===== src/rtl/hazard_control_unit.sv =====
`default_nettype none
// ============================================================================
// Module   : hazard_control_unit
// Purpose  : Load-use stall, redirect squash and memory-wait freeze sequencer
//            for the 5-stage RISC-V pipeline. Optional performance counters
//            are enabled with the HAZARD_PERF_COUNTERS_EN macro.
// Revision : 1.0
// ============================================================================
module hazard_control_unit #(
    parameter int NBits        = 32,
    parameter int FLUSH_CYCLES = 1
) (
    input  logic             clk,
    input  logic             reset,
    input  logic [4:0]       ID_rs1_i,
    input  logic [4:0]       ID_rs2_i,
    input  logic             ID_uses_rs1_i,
    input  logic             ID_uses_rs2_i,
    input  logic             EX_Mem_Read_i,
    input  logic [4:0]       EX_rd_i,
    input  logic             EX_Redirect_i,
    input  logic             Mem_Req_i,
    input  logic             Mem_Ready_i,
    output logic             PC_Write_o,
    output logic             IF_ID_Write_o,
    output logic             IF_ID_Flush_o,
    output logic             Bubble_Sel_o,
    output logic             Freeze_o
`ifdef HAZARD_PERF_COUNTERS_EN
    ,
    output logic [NBits-1:0] Stall_Count_o,
    output logic [NBits-1:0] Flush_Count_o
`endif
);

    localparam logic [1:0] ST_RUN      = 2'd0;
    localparam logic [1:0] ST_REDIRECT = 2'd1;
    localparam logic [1:0] ST_MEM_WAIT = 2'd2;

    localparam logic [2:0] RELOAD_CNT  = 3'(FLUSH_CYCLES - 1);
    localparam bit         MULTI_FLUSH = (FLUSH_CYCLES > 1);

    logic [1:0] state, next_state;
    logic [1:0] ret_state, next_ret_state;
    logic [1:0] eff_state;
    logic [2:0] cnt, next_cnt;
    logic       load_use;
    logic       mem_busy;

    assign load_use = EX_Mem_Read_i && (EX_rd_i != 5'd0) &&
                      ((ID_uses_rs1_i && (EX_rd_i == ID_rs1_i)) ||
                       (ID_uses_rs2_i && (EX_rd_i == ID_rs2_i)));
    assign mem_busy = Mem_Req_i && !Mem_Ready_i;

    // A memory wait behaves exactly like the state it interrupted once released.
    assign eff_state = (state == ST_MEM_WAIT) ? ret_state : state;

    always_ff @(posedge clk) begin
        if (!reset) begin
            state     <= ST_RUN;
            ret_state <= ST_RUN;
            cnt       <= 3'd0;
        end else begin
            state     <= next_state;
            ret_state <= next_ret_state;
            cnt       <= next_cnt;
        end
    end

    always_comb begin
        next_state     = ST_RUN;
        next_ret_state = ST_RUN;
        next_cnt       = cnt;
        if (mem_busy) begin
            next_state     = ST_MEM_WAIT;
            next_ret_state = eff_state;
        end else if (EX_Redirect_i) begin
            if (MULTI_FLUSH) begin
                next_state = ST_REDIRECT;
                next_cnt   = RELOAD_CNT;
            end else begin
                next_cnt   = 3'd0;
            end
        end else if (eff_state == ST_REDIRECT) begin
            next_cnt = cnt - 3'd1;
            if (cnt > 3'd1) begin
                next_state = ST_REDIRECT;
            end
        end
    end

    always_comb begin
        PC_Write_o    = 1'b1;
        IF_ID_Write_o = 1'b1;
        IF_ID_Flush_o = 1'b0;
        Bubble_Sel_o  = 1'b0;
        Freeze_o      = 1'b0;
        if (!reset) begin
            PC_Write_o    = 1'b0;
            IF_ID_Write_o = 1'b0;
            IF_ID_Flush_o = 1'b1;
            Bubble_Sel_o  = 1'b1;
        end else if (mem_busy) begin
            PC_Write_o    = 1'b0;
            IF_ID_Write_o = 1'b0;
            Freeze_o      = 1'b1;
        end else if (EX_Redirect_i || (eff_state == ST_REDIRECT)) begin
            IF_ID_Flush_o = 1'b1;
            Bubble_Sel_o  = 1'b1;
        end else if (load_use) begin
            PC_Write_o    = 1'b0;
            IF_ID_Write_o = 1'b0;
            Bubble_Sel_o  = 1'b1;
        end
    end

`ifdef HAZARD_PERF_COUNTERS_EN
    logic [NBits-1:0] stall_count;
    logic [NBits-1:0] flush_count;
    logic             stall_event;

    // A bubble without a flush can only be a load-use stall.
    assign stall_event = Freeze_o || (Bubble_Sel_o && !IF_ID_Flush_o);

    always_ff @(posedge clk) begin
        if (!reset) begin
            stall_count <= '0;
            flush_count <= '0;
        end else begin
            if (stall_event && (stall_count != '1)) begin
                stall_count <= stall_count + 1'b1;
            end
            if (IF_ID_Flush_o && (flush_count != '1)) begin
                flush_count <= flush_count + 1'b1;
            end
        end
    end

    assign Stall_Count_o = stall_count;
    assign Flush_Count_o = flush_count;
`endif

endmodule
`default_nettype wire

===== config.mk =====
export PLATFORM = sky130hd
export DESIGN_NAME = hazard_control_unit
export DESIGN_NICKNAME = d
export VERILOG_FILES = /design/src/rtl/hazard_control_unit.sv
export SDC_FILE = /design/constraint.sdc
export NUM_CORES = 1
export LEC_CHECK = 0
export CORE_MARGIN = 5
export CORE_UTILIZATION = 30
export CTS_CLUSTER_DIAMETER = 80
export DETAILED_ROUTE_END_ITERATION = 7
export HOLD_SLACK_MARGIN = 0.12
export SETUP_SLACK_MARGIN = 0.4
export SYNTH_ARGS = -nofsm -noshare
export SYNTH_HDL_FRONTEND = slang
export SYNTH_SLANG_ARGS = --single-unit

===== constraint.sdc =====
create_clock -name clk -period 4.4 [get_ports clk]
set_clock_uncertainty 0.1 [all_clocks]
set_input_delay 1.32 -clock clk [delete_from_list [all_inputs] [get_ports clk]]
set_output_delay 1.32 -clock clk [all_outputs]
set_load 0.005 [all_outputs]

==> impl_results.md <==
* CP startpoint kind: input port
* Final Cycle Share at 90.03%
* Starting Density at 30.79%
* Filler cell count at 165
* Core area at 1670 µm²
* Placed insts at 111
* Post-Layout Cell Count at 116
* IO buf count at 27
* Total wire length at 1360 µm
* Die height at 51.40 µm
* Routed Antenna Nets at 0
* Flops & latches, synth at 7
* Worst path arrival time at 2.54 ns
* Initial antenna violation count at 0
* Register area at 140.1 µm²
* Ant diodes at 0
* Hold-fix buffers, CTS at 0
* Critical path type: in -> out
* Die area at 2642 µm²
* Share of layout cells above drive strength 1 at 24.24%
* Area Growth Syn to Fin at 72.99%
* Via density at 4.853
* Worst Setup Slack, final at 0.4389 ns
* H-tree depth at 1
* Slew @ Worst Pin at 0.2661 ns
* DRC at 0
* Fmax at 0.2525 GHz
* Crit. End Element: output port
* Sum of negative setup slack at 0 ns
* Dpl ws at -0.2406 ns
* Post-DP HPWL at 1144 µm
* Worst hold stages at 2
* Max Slew Vio Count at 0
* DR vias at 563
* Unrepaired setup endpoints after global routing: false
* Pin count of the biggest net entering global routing at 9
* Final min period at 3.961 ns
* Clock Root Buffer: clkbuf_4
* Gate count of the mapped netlist at 61
* Vias in the first global route at 521
* CP required at 2.98 ns
* Total GRT Usage at 11.47%
* Unique masters post-synth at 28
* First-pass GRT wire length at 2201 µm
* Cell Area, Synth at 514.2 µm²
* Flop2flop setup slack at 2.90 ns
* YS warnings at 0
* CTS buffer count at 3
* Sequential area share after synthesis at 27.25%
* Peak fanout along the critical path at 2
* Reg2Reg Depth at 5
* Num rows at 15
* Clock Path Buffers at 2
* Avg WL per Cell at 11.72 µm
* Final Net Count at 125
* Setup violations, final at 0
* Clock sink count at 7
* Clock-pin slew on the worst setup and hold paths at 0.05 ns
* Fin. Hold Viols at 0
* Final GP Congestion at 0.7366
* Top Ports at 28
* Worst-skew pair later-pin latency at 0.25 ns
* Post-Syn Area per Cell at 8.430 µm²
* Max-cap violation count at 0
* Status: complete, no violations
* Worst Hold Class: reg -> reg
* Slew margin rel. at 82.11%
* Total congestion overflow at 0
* CTS tree: built
* Peak supply drop at 0.09165 mV
* Area of the multi-input gates at 385.4 µm²
* Post-synth net total at 86
* Power per Cell Area at 206.4 nW/µm²
* WHS at 0.3838 ns
* Detailed Routing Iterations Pass 1 at 4
* Die Width at 51.40 µm
* Final Power at 0.0001836 W
* Initial drt markers at 5
* Leakage Power at 0.3721 nW
power breakdown:
part	total [W]	leakage, nW	switching [W]	internal (W)
Sequential	0.0000673	0.0569	0.00000164	0.0000656
Combinational	0.0000593	0.300	0.0000223	0.0000371
Clock	0.0000570	0.0150	0.0000225	0.0000345
final cells by class:
cell class | instances | share of cell area (%)
clock buffers | 4 | 2.954
inverters | 4 | 1.688
multi-input cells | 49 | 43.32
flip-flops and latches | 7 | 15.75
well taps | 17 | 2.391
repair buffers | 35 | 33.90
what timing repair did:
item	in CTS	in global routing
buffers inserted	1	0
endpoints found under the setup margin	5	3
resized for setup	33	3
pin swaps	3	1
gates cloned	0	0
synthesized netlist by cell type (all sizes together):
cell    instances  area [µm²]
inv             4       15.01
o21a            1       7.510
o22ai           2       12.51
dfxtp           7       140.1
nand4           2       12.51
xnor2          10       87.58
and2b           1       7.510
or4             1       7.510
nor2            4       15.01
or3             1       6.260
nor3            2       10.01
nor2b           2       12.51
buf             1       7.510
mux2i           1       10.01
nand4b          1       8.760
a31oi           1       6.260
a31o            1       8.760
and4bb          1       16.27
o21ai           1       5.000
nand2           6       22.52
a21oi           2       10.01
nand2b          1       6.260
a21boi          1       7.510
o211ai          1       7.510
nand3           2       10.01
o31ai           2       28.78
ha              2       25.02
cell families after synthesis:
logic type               synth area share (%)
AO/OA/AOI/OAI                           18.25
XOR/XNOR                                17.03
adder cells (fa/ha/maj)                 4.865
buffers and inverters                   4.379
flip-flops                              27.25
multiplexers                            1.947
AND/OR/NAND/NOR                         26.28
final timing paths:
| kind | from | end |
|---|---|---|
| max | EX_rd_i[3] | Bubble_Sel_o |
| min | state[1] | ret_state[1] |
| max reg2reg | state[0] | cnt[0] |
| min reg2reg | state[1] | ret_state[1] |
sequential cells by signal, summed over array words and instances (netlist names):
signal,flops
cnt,3
ret_state,2
state,2
per-layer routing:
| metal | global-route usage (%) | up-vias | routed length, µm |
|---|---|---|---|
| met5 | 0 | - | 0 |
| met4 | 9.170 | 0 | 31 |
| met3 | 5.248 | 2 | 182 |
| met2 | 16.95 | 28 | 576 |
| met1 | 12.46 | 244 | 569 |
| li1 | - | 289 | - |
stage by stage:
step	utilization, %	instance area [µm²]
after floorplan	-	514.2
after global placement	50.94	850.8
after detailed placement	50.94	850.8
after CTS	52.36	874.6
after global routing	53.26	889.6
final	53.26	889.6
placed cells by master (no fill, tap or decap), types with 2 or more instances in the layout:
cell type	n
dfxtp_1	7
nand4_1	2
xnor2_1	10
buf_2	5
clkdlybuf4s50_1	15
inv_1	4
dlygate4sd2_1	5
nor2_1	4
nand3_1	2
nand2_1	5
clkbuf_4	3
ha_1	2
buf_4	8
a21oi_1	2
nor3_1	2
worst max-delay path, cell delays in order:
cell and delay [ns]:
clkdlybuf4s15_1 0.19, or4_4 0.48, o21a_1 0.22, a31o_1 0.21
buf_2 0.12
Note: power is estimated with default switching activity, not from simulation.
